File: config.mk
export PLATFORM = sky130hd
export DESIGN_NAME = lab4_sys_mem_arbiter
export DESIGN_NICKNAME = d
export VERILOG_FILES = /design/src/rtl/lab4_sys_mem_arbiter.sv
export SDC_FILE = /design/constraint.sdc
export NUM_CORES = 1
export LEC_CHECK = 0
export ABC_AREA = 0
export CORE_AREA = 3 3 381 383
export DETAILED_ROUTE_END_ITERATION = 10
export DIE_AREA = 0 0 384 386
export GPL_TIMING_DRIVEN = 0
export SYNTH_ARGS = -nofsm -noshare
export SYNTH_HDL_FRONTEND = slang
export SYNTH_SLANG_ARGS = --single-unit
File: constraint.sdc
create_clock -name clk -period 2.7 [get_ports clk]
set_input_delay 0.27 -clock clk [delete_from_list [all_inputs] [get_ports clk]]
set_output_delay 0.27 -clock clk [all_outputs]
set_load 0.01 [all_outputs]
File: src/rtl/lab4_sys_mem_arbiter.sv
// Two-to-one refill arbiter: round-robin merge of icache/dcache memory requests
// with in-order steering of memory responses through a FIFO of requester IDs.

package lab4_sys_mem_pkg;

  localparam logic [2:0] MEM_TYPE_READ  = 3'd0;
  localparam logic [2:0] MEM_TYPE_WRITE = 3'd1;

  typedef struct packed {
    logic [2:0]   msg_type;
    logic [7:0]   opaque;
    logic [31:0]  addr;
    logic [3:0]   len;
    logic [127:0] data;
  } mem_req_16B_t;

  typedef struct packed {
    logic [2:0]   msg_type;
    logic [7:0]   opaque;
    logic [1:0]   test;
    logic [3:0]   len;
    logic [127:0] data;
  } mem_resp_16B_t;

endpackage

module lab4_sys_mem_arbiter
  import lab4_sys_mem_pkg::*;
#(
  parameter int p_num_outstanding = 4
) (
  input  logic          clk,
  input  logic          reset,

  input  mem_req_16B_t  in0_reqstream_msg,
  input  logic          in0_reqstream_val,
  output logic          in0_reqstream_rdy,

  input  mem_req_16B_t  in1_reqstream_msg,
  input  logic          in1_reqstream_val,
  output logic          in1_reqstream_rdy,

  output mem_resp_16B_t in0_respstream_msg,
  output logic          in0_respstream_val,
  input  logic          in0_respstream_rdy,

  output mem_resp_16B_t in1_respstream_msg,
  output logic          in1_respstream_val,
  input  logic          in1_respstream_rdy,

  output mem_req_16B_t  mem_reqstream_msg,
  output logic          mem_reqstream_val,
  input  logic          mem_reqstream_rdy,

  input  mem_resp_16B_t mem_respstream_msg,
  input  logic          mem_respstream_val,
  output logic          mem_respstream_rdy
);

  localparam int PtrW = (p_num_outstanding > 1) ? $clog2(p_num_outstanding) : 1;
  localparam int CntW = $clog2(p_num_outstanding + 1);

  logic                         prio_q, prio_d;
  logic [p_num_outstanding-1:0] id_fifo_q, id_fifo_d;
  logic [PtrW-1:0]              head_q, head_d;
  logic [PtrW-1:0]              tail_q, tail_d;
  logic [CntW-1:0]              count_q, count_d;

  logic grant0, grant1, grant_id;
  logic full, empty;
  logic head_id;
  logic push, pop;

  // Grant looks only at the valids and prio, never at any ready, so the
  // arbiter cannot form a combinational loop with the memory handshake.
  always_comb begin
    grant0   = in0_reqstream_val & (~in1_reqstream_val | ~prio_q);
    grant1   = in1_reqstream_val & (~in0_reqstream_val |  prio_q);
    grant_id = grant1;

    full  = (count_q == CntW'(p_num_outstanding));
    empty = (count_q == '0);

    mem_reqstream_val = (in0_reqstream_val | in1_reqstream_val) & ~full & ~reset;
    mem_reqstream_msg = grant_id ? in1_reqstream_msg : in0_reqstream_msg;
    in0_reqstream_rdy = grant0 & mem_reqstream_rdy & ~full & ~reset;
    in1_reqstream_rdy = grant1 & mem_reqstream_rdy & ~full & ~reset;

    push = mem_reqstream_val & mem_reqstream_rdy;
  end

  // Responses return in request order, so the FIFO head names the destination.
  always_comb begin
    head_id = id_fifo_q[head_q];

    in0_respstream_msg = mem_respstream_msg;
    in1_respstream_msg = mem_respstream_msg;
    in0_respstream_val = mem_respstream_val & ~empty & ~reset & ~head_id;
    in1_respstream_val = mem_respstream_val & ~empty & ~reset &  head_id;

    mem_respstream_rdy = ~empty & ~reset &
                         (head_id ? in1_respstream_rdy : in0_respstream_rdy);

    pop = mem_respstream_val & mem_respstream_rdy;
  end

  always_comb begin
    prio_d    = prio_q;
    id_fifo_d = id_fifo_q;
    head_d    = head_q;
    tail_d    = tail_q;
    count_d   = count_q;

    if (push) begin
      id_fifo_d[tail_q] = grant_id;
      tail_d            = tail_q + PtrW'(1);
      prio_d            = ~grant_id;
    end

    if (pop) begin
      head_d = head_q + PtrW'(1);
    end

    case ({push, pop})
      2'b10:   count_d = count_q + CntW'(1);
      2'b01:   count_d = count_q - CntW'(1);
      default: count_d = count_q;
    endcase
  end

  always_ff @(posedge clk) begin
    if (reset) begin
      prio_q    <= 1'b0;
      id_fifo_q <= '0;
      head_q    <= '0;
      tail_q    <= '0;
      count_q   <= '0;
    end else begin
      prio_q    <= prio_d;
      id_fifo_q <= id_fifo_d;
      head_q    <= head_d;
      tail_q    <= tail_d;
      count_q   <= count_d;
    end
  end

endmodule

# Word-level counts from Yosys, hierarchy flattened
# Cells that the tools add are included.
totals:
  input_bits: 503
  regBits: 12
  out_inout_bits: 471
  elab_cells: 55
classes:
  magnitude_cmp: 3
  n_eq_ne: 3
  bitwise_logic: 29
  n_mux: 8
  n_reduce_logical: 3
  n_addsub: 4
ops:
  columns: ["operator", "count"]
  rows:
  - ["$mux W175", 1]
  - ["$and A1 B1 Y1", 18]
  - ["$not A1 Y1", 8]
  - ["$lt A2 B3 Y1 const B", 2]
  - ["$pmux W3 S2", 1]
  - ["$add A2 B1 Y2 const B", 2]
  - ["$bwmux W4", 1]
  - ["$add A3 B1 Y3 const B", 1]
  - ["$eq A3 B3 Y1 const B", 1]
  - ["$logic_not A3 Y1", 1]
  - ["$mux W1", 3]
  - ["$or A1 B1 Y1", 3]
  - ["$sub A3 B1 Y3 const B", 1]
  - ["$bmux W1 S2", 1]
  - ["$demux W1 S2", 1]
  - ["$eq A2 B1 Y1 const B", 1]
  - ["$eq A2 B2 Y1 const B", 1]
  - ["$ge A2 B1 Y1 const B", 1]
  - ["$reduce_bool A2 Y1", 1]
  - ["$logic_and A1 B1 Y1", 1]

# Longest topological paths before layout
# Gate-level depths: netlist of run 1.
logic_depth:
  depth_word: 7
  depth_mapped: 10
  ltp_nobuf: 10

# Least setup slack after synthesis of run 1
# No wires, ideal clock.
synth_timing:
  path_type: "register to register"
  start: "register head_q[1]"
  end: "register count_q[2]"
  period_less_slack_ns: 2.221
  required_time_ns: 2.630
  setup_ns: 0.070
  t_arrival_ns: 2.151
  path_slack_ns: 0.479
  path_stages_with_launch: 11
  path_cell_list: "dfxtp_1 > mux2i_1 > mux2_2 > mux2i_1 > nor2_1 > ha_1 > inv_1 > fa_1 > xor2_1 > or3_1 > a21oi_1"
synth_between:
  elab_chain_cells: 7
  elab_cells_between_ends: 9
  classes_between: "eq/ne: 2; mux: 4; bitwise: 2; reduce/logical: 1"
synth_rtl:
  columns: ["element", "line_no", "text"]
  rows:
  - ["from (decl)", "65", "logic [PtrW-1:0] head_q, head_d;"]
  - ["from (signal assigned)", "135", "head_q <= '0;"]
  - ["from (signal assigned)", "141", "head_q <= head_d;"]
  - ["$bmux W1 S2 (*)", "94", "head_id = id_fifo_q[head_q];"]
  - ["$mux W1 (not written as such) (*)", "94", null]
  - ["$mux W1 (*)", "102", "(head_id ? in1_respstream_rdy : in0_respstream_rdy);"]
  - ["$and A1 B1 Y1 (*)", "101", "mem_respstream_rdy = ~empty & ~reset &"]
  - ["$and A1 B1 Y1 (*)", "104", "pop = mem_respstream_val & mem_respstream_rdy;"]
  - ["named net pop", "72", "logic push, pop;"]
  - ["$eq A2 B1 Y1 / $eq A2 B2 Y1 (equally long branches)", "124", "case ({push, pop})"]
  - ["$pmux W3 S2 / $reduce_bool A2 Y1 (equally long branches)", null, null]
  - ["to (signal assigned)", "143", "count_q <= count_d;"]
  - ["to (decl)", "67", "logic [CntW-1:0] count_q, count_d;"]
# Mark *: on every way through the listed nets, which the timed path passes. The rest lies on a longest branch. The select of a mux whose other input is x is not followed.
# A chain may end at the register's enable or synchronous reset.

# Final worst setup path of run 1
# Ends and elaborated chain as after synthesis.

==> flow_metrics.env, run 1 <==
export IMPL_finalCritPeriodShare=0.917
export IMPL_hold_depth=3
export IMPL_vdd_drop_max_mv=0.163
export IMPL_fill_cells=16500
export IMPL_final_common_cell="clkdlybuf4s50_1"
export IMPL_grt_usage=0.118
export IMPL_syn_to_final_growth_pct=215
export IMPL_finalHoldViolCount=0
export IMPL_dp_hpwl_um=89700
export IMPL_drv_slew=0
export IMPL_power_w=0.00358
export IMPL_final_seq_area_um2=240
export IMPL_synth_edf_count=0
export IMPL_grt_max_degree=11
export IMPL_required_ps=2870
export IMPL_multiInputGateArea_um2=2540
export IMPL_holdWs_ps=443
export IMPL_drtIter0Drc=370
export IMPL_ff2ff_setup_slack_ps=220
export IMPL_synthArstFlopShare=0
export IMPL_cap_violations=0
export IMPL_ys_ff_latch=12
export IMPL_htree_levels=1
export IMPL_critPathArrivalTime_ps=2650
export IMPL_globalRouteOverflowTotal=0
export IMPL_p_leak_nw=6.92
export IMPL_tns_ps=0
export IMPL_first_pass_iters=5
export IMPL_ys_types=35
export IMPL_cts_sinks=12
export IMPL_die_area_um2=148000
export IMPL_grt_pass1_wl_um=109000
export IMPL_nets=2284
export IMPL_syn_area_per_cell_um2=5.47
export IMPL_vias_per_cell=2.45
export IMPL_yosys_warnings=0
export IMPL_synth_compound_area_frac=0.0291
export IMPL_worstPathMaxFanout=4
export IMPL_synth_top_family_by_area="buffers and inverters"
export IMPL_clock_fmax_ghz=0.404
export IMPL_tightestPinTransition_ps=603
export IMPL_hp_class="in -> reg"
export IMPL_vias=8992
export IMPL_synth_xor_area_frac=0.00513
export IMPL_path_class="reg -> reg"
export IMPL_cts_path_max_buffers=2
export IMPL_ys_seq_area_frac=0.0469
export IMPL_synth_cell_area_um2=5120
export IMPL_worst_setup_path_end_kind="register"
export IMPL_globalplace_congestion=0.926
export IMPL_first_global_vias=8986
export IMPL_min_period_ps=2480
export IMPL_io_pins=974
export IMPL_synthAdderAreaFrac=0.0161
export IMPL_antenna_found_initial=20
export IMPL_rows=138
export IMPL_synthSimpleGateAreaFrac=0.416
export IMPL_clock_latency_ps=240
export IMPL_status="finished clean"
export IMPL_synthMuxAreaShare=0.0139
export IMPL_routed_wl_um=94600
export IMPL_syn_nets=1445
export IMPL_synth_top_flop_cell="dfxtp_1"
export IMPL_rsz0062_at_grt="no"
export IMPL_die_h_um=386
export IMPL_syn_inst=936
export IMPL_cp_start_kind="register"
export IMPL_cts_tree="yes"
export IMPL_io_buffers=828
export IMPL_setup_viol=0
export IMPL_most_common_layout_cells="clkdlybuf4s50_1 (689), nand2_1 (501), buf_4 (302)"
export IMPL_drive_above_1_share=0.235
export IMPL_ant_nets=0
export IMPL_wl_per_cell_um=25.8
export IMPL_fp_coreArea_um2=142000
export IMPL_cts_root_buf="clkbuf_16"
export IMPL_ff2ff_path_depth=10
export IMPL_max_slew_margin_rel=0.600
export IMPL_drc_errors=0
export IMPL_numCtsBuffers=3
export IMPL_die_x_um=384
export IMPL_pwr_density_cell_nw_per_um2=222
export IMPL_cts_reportedPaths_clkPinSlew_ps=40
export IMPL_fin_worst_skew_ps=1.52
export IMPL_initial_utilization=0.0361
## worst paths after layout
kind | from | endpoint
hold / removal | in0_reqstream_val | prio_q
setup / recovery | head_q[1] | count_q[2]
setup reg to reg | head_q[1] | count_q[2]
hold reg to reg | count_q[2] | count_q[2]
## critical path, cell delays in order, from the launching register on
cell and delay, ps:
dfxtp_1 430, mux2i_2 280, mux2_2 230, mux2i_1 90
nor2_1 140, ha_1 210, inv_1 60, fa_1 370
xor2_1 150, or3_1 300, a21oi_1 140
## area by class of cell
type | instances | area share
inverter | 9 | 0.00210
antenna | 8 | 0.00124
clock buffer | 3 | 0.00466
buffer | 331 | 0.158
tap | 1890 | 0.147
multi-input combinational | 584 | 0.158
sequential | 12 | 0.0149
timing repair buffer | 834 | 0.515
## synth_stat cells, types with 2 or more instances
cell type | number | area share
or3_1 | 2 | 0.0024
buf_4 | 291 | 0.43
nand2_1 | 526 | 0.39
clkbuf_1 | 10 | 0.0073
nor2_1 | 9 | 0.0066
a21oi_2 | 3 | 0.0051
dfxtp_1 | 12 | 0.047
a21oi_1 | 4 | 0.0039
buf_6 | 2 | 0.0044
xor2_1 | 2 | 0.0034
o21ai_0 | 2 | 0.0020
a21bo_1 | 3 | 0.0059
mux2i_1 | 6 | 0.012
buf_2 | 28 | 0.027
inv_1 | 9 | 0.0066
nand3_1 | 4 | 0.0039
ha_1 | 5 | 0.012
## repair_timing
item,4_1_cts,5_1_grt
pin swaps,1,0
hold buffers,0,0
endpoints found under the hold margin,0,0
setup endpoints to repair,177,85
gates resized for setup,306,20
cloned,0,0
setup buffers,6,0
## stage by stage
| step | instance area, µm² | instances | worst slack, ps | utilization |
|---|---|---|---|---|
| after floorplan | 5120 | 936 | 479 | - |
| after global routing | 16100 | 3666 | 5.89 | 0.113 |
| after detailed placement | 15800 | 3654 | -1670 | 0.111 |
| after CTS | 16000 | 3663 | -10.4 | 0.113 |
| after global placement | 15800 | 3654 | -1660 | 0.111 |
| final | 16100 | 3671 | 223 | 0.114 |
## registers in the layout, indices dropped and copies added (netlist names)
| name | cells |
|---|---|
| count_q | 3 |
| head_q | 2 |
| id_fifo_q | 4 |
| prio_q | 1 |
| tail_q | 2 |
## routing by layer
layer,vias up,wire length (µm),track usage
li1,4211,-,-
met1,4195,36800,0.135
met2,537,44800,0.199
met3,39,12200,0.0667
met4,10,743,0.00714
met5,-,69,0
## power by group
| group | switching (W) | leakage (nW) | internal (W) |
|---|---|---|---|
| logic | 0.00157 | 6.79 | 0.00155 |
| registers | 0.00000712 | 0.0973 | 0.000184 |
| clock network | 0.0000730 | 0.0370 | 0.000193 |
## cell families after synthesis
family / after synthesis
muxes: 7
adders and majority gates: 6
DFF: 12
xor gates and xnor gates: 3
buffers and inverters: 340
AOI/OAI and AO/OA: 19
and+or+nand+nor: 549
Power figures use the tool's default switching activity.
==> run 2: changes to the inputs <==
--- a/config.mk
+++ b/config.mk
@@ -10,6 +10,7 @@
 export DETAILED_ROUTE_END_ITERATION = 10
 export DIE_AREA = 0 0 384 386
 export GPL_TIMING_DRIVEN = 0
+export SETUP_SLACK_MARGIN = 0.1
 export SYNTH_ARGS = -nofsm -noshare
 export SYNTH_HDL_FRONTEND = slang
 export SYNTH_SLANG_ARGS = --single-unit
==> run 2 against run 1 <==
  * Count of clock-buffer cells in the layout did not move
  * Worst hold slack got worse by 3.9 ps
  * Worst setup slack got worse by 30 ps
  * Sequential share of layout area barely moved
  * Core utilization did not move
  * Clock power barely moved
  * Clock skew barely moved
  * Total power barely moved
  * Combinational power barely moved
  * Highest routed layer unchanged
  * Non-clock buffer count rose by 4
  * Critical endpoint is now in0_respstream_val
  * Largest power group unchanged
  * First-iteration DRC count fell by 3.2%
  * Critical path depth fell by 5
==> flow_metrics.env, run 2 (same netlist as run 1, synthesis figures left out) <==
export IMPL_wl_per_cell_um=25.8
export IMPL_grt_pass1_wl_um=109000
export IMPL_rows=138
export IMPL_ant_nets=0
export IMPL_cts_root_buf="clkbuf_16"
export IMPL_worstPathMaxFanout=7
export IMPL_worst_slack_ps=193
export IMPL_die_x_um=384
export IMPL_antenna_found_initial=25
export IMPL_syn_to_final_growth_pct=215
export IMPL_min_period_ps=2510
export IMPL_required_ps=2430
export IMPL_status="finished clean"
export IMPL_fill_cells=16500
export IMPL_globalRouteOverflowTotal=0
export IMPL_htree_levels=1
export IMPL_drtIter0Drc=358
export IMPL_grt_max_degree=11
export IMPL_drv_slew=0
export IMPL_drc_errors=0
export IMPL_rsz0062_at_grt="no"
export IMPL_ctsHoldBuffers=0
export IMPL_ff2ff_setup_slack_ps=300
export IMPL_most_common_layout_cells="clkdlybuf4s50_1 (676), nand2_1 (498), buf_4 (310)"
export IMPL_cap_violations=0
export IMPL_cts_tree="yes"
export IMPL_io_buffers=828
export IMPL_die_area_um2=148000
export IMPL_hp_class="in -> reg"
export IMPL_worst_setup_path_end_kind="output pin"
export IMPL_pre_cts_slack_ps=-1670
export IMPL_path_class="in -> out"
export IMPL_tightestPinTransition_ps=612
export IMPL_top_regs="id_fifo_q: 4 flops, count_q: 3 flops"
export IMPL_cts_reportedPaths_clkPinSlew_ps=40
export IMPL_fin_worst_skew_ps=1.46
export IMPL_grt_usage=0.118
export IMPL_die_h_um=386
export IMPL_first_global_vias=9019
export IMPL_routed_wl_um=94700
export IMPL_globalplace_congestion=0.926
export IMPL_instances_no_fill=3672
export IMPL_setup_viol=0
export IMPL_dp_cells=3654
export IMPL_clock_latency_ps=240
export IMPL_finalHoldViolCount=0
export IMPL_pwr_density_cell_nw_per_um2=222
export IMPL_clock_fmax_ghz=0.399
export IMPL_vdd_drop_max_mv=0.163
export IMPL_vias=9010
export IMPL_io_pins=974
export IMPL_fp_coreArea_um2=142000
export IMPL_top_register="id_fifo_q"
export IMPL_p_leak_nw=6.96
export IMPL_initial_utilization=0.0361
export IMPL_cp_start_kind="primary input"
export IMPL_critPathArrivalTime_ps=2240
export IMPL_drive_above_1_share=0.259
export IMPL_largest_reg_flops=4
export IMPL_finalCritPeriodShare=0.929
export IMPL_cts_sinks=12
export IMPL_nets=2288
export IMPL_first_pass_iters=5
export IMPL_numCtsBuffers=3
export IMPL_cts_path_max_buffers=2
export IMPL_vias_per_cell=2.45
export IMPL_dp_hpwl_um=89700
export IMPL_max_slew_margin_rel=0.591
export IMPL_final_common_cell="clkdlybuf4s50_1"
run 2: stage by stage:
step / total power (W) / hold WS (ps) / setup TNS [ps] / utilization / area, µm²
4_1_cts: 0.00370 / 505 / 0 / 0.113 / 16100
3_5_place_dp: 0.00345 / 500 / -147810 / 0.111 / 15800
6_report: 0.00358 / 439 / 0 / 0.114 / 16100
2_1_floorplan: 0.00112 / 342 / 0 / - / 5120
3_3_place_gp: 0.00345 / 489 / -149780 / 0.111 / 15800
5_1_grt: 0.00379 / 468 / 0 / 0.113 / 16100
run 2: repair_timing:
item,4_1_cts,5_1_grt
gates resized for setup,471,10
setup buffers,9,1
pin swaps,1,0
endpoints found under the setup margin,177,107
run 2: final timing paths:
check | startpoint | to | cells after the start
max reg2reg | head_q[1] | count_q[2] | 10
min reg2reg | count_q[2] | count_q[2] | 2
min | in0_reqstream_val | prio_q | 3
max | reset | in0_respstream_val | 5
run 2: area by class of cell:
type,count,area (µm²),area share
Antenna cell,5,12.5,0.000777
Buffer,331,2580,0.161
Clock buffer,3,75.1,0.00466
Inverter,9,33.8,0.00210
Multi-Input combinational cell,584,2560,0.159
Sequential cell,12,241,0.0150
Tap cell,1890,2360,0.147
Timing Repair Buffer,838,8220,0.511
run 2: layer usage:
layer,vias to the layer above,track usage,routed length (µm)
met5,-,0,90
met4,14,0.00785,771
met3,38,0.0586,11600
met2,555,0.199,44800
met1,4189,0.139,37400
li1,4214,-,-
run 2: report_power, final:
group	switching, W	leakage [nW]	internal (W)
combinational	0.00157	6.82	0.00155
sequential	0.00000719	0.0978	0.000184
clock	0.0000725	0.0370	0.000193
total	0.00165	6.96	0.00193
run 2: critical path, cell delays in order:
cell             delay, ps
clkdlybuf4s50_1        540
inv_1                  200
nand3_2                170
nor2b_1                180
clkdlybuf4s50_1        860
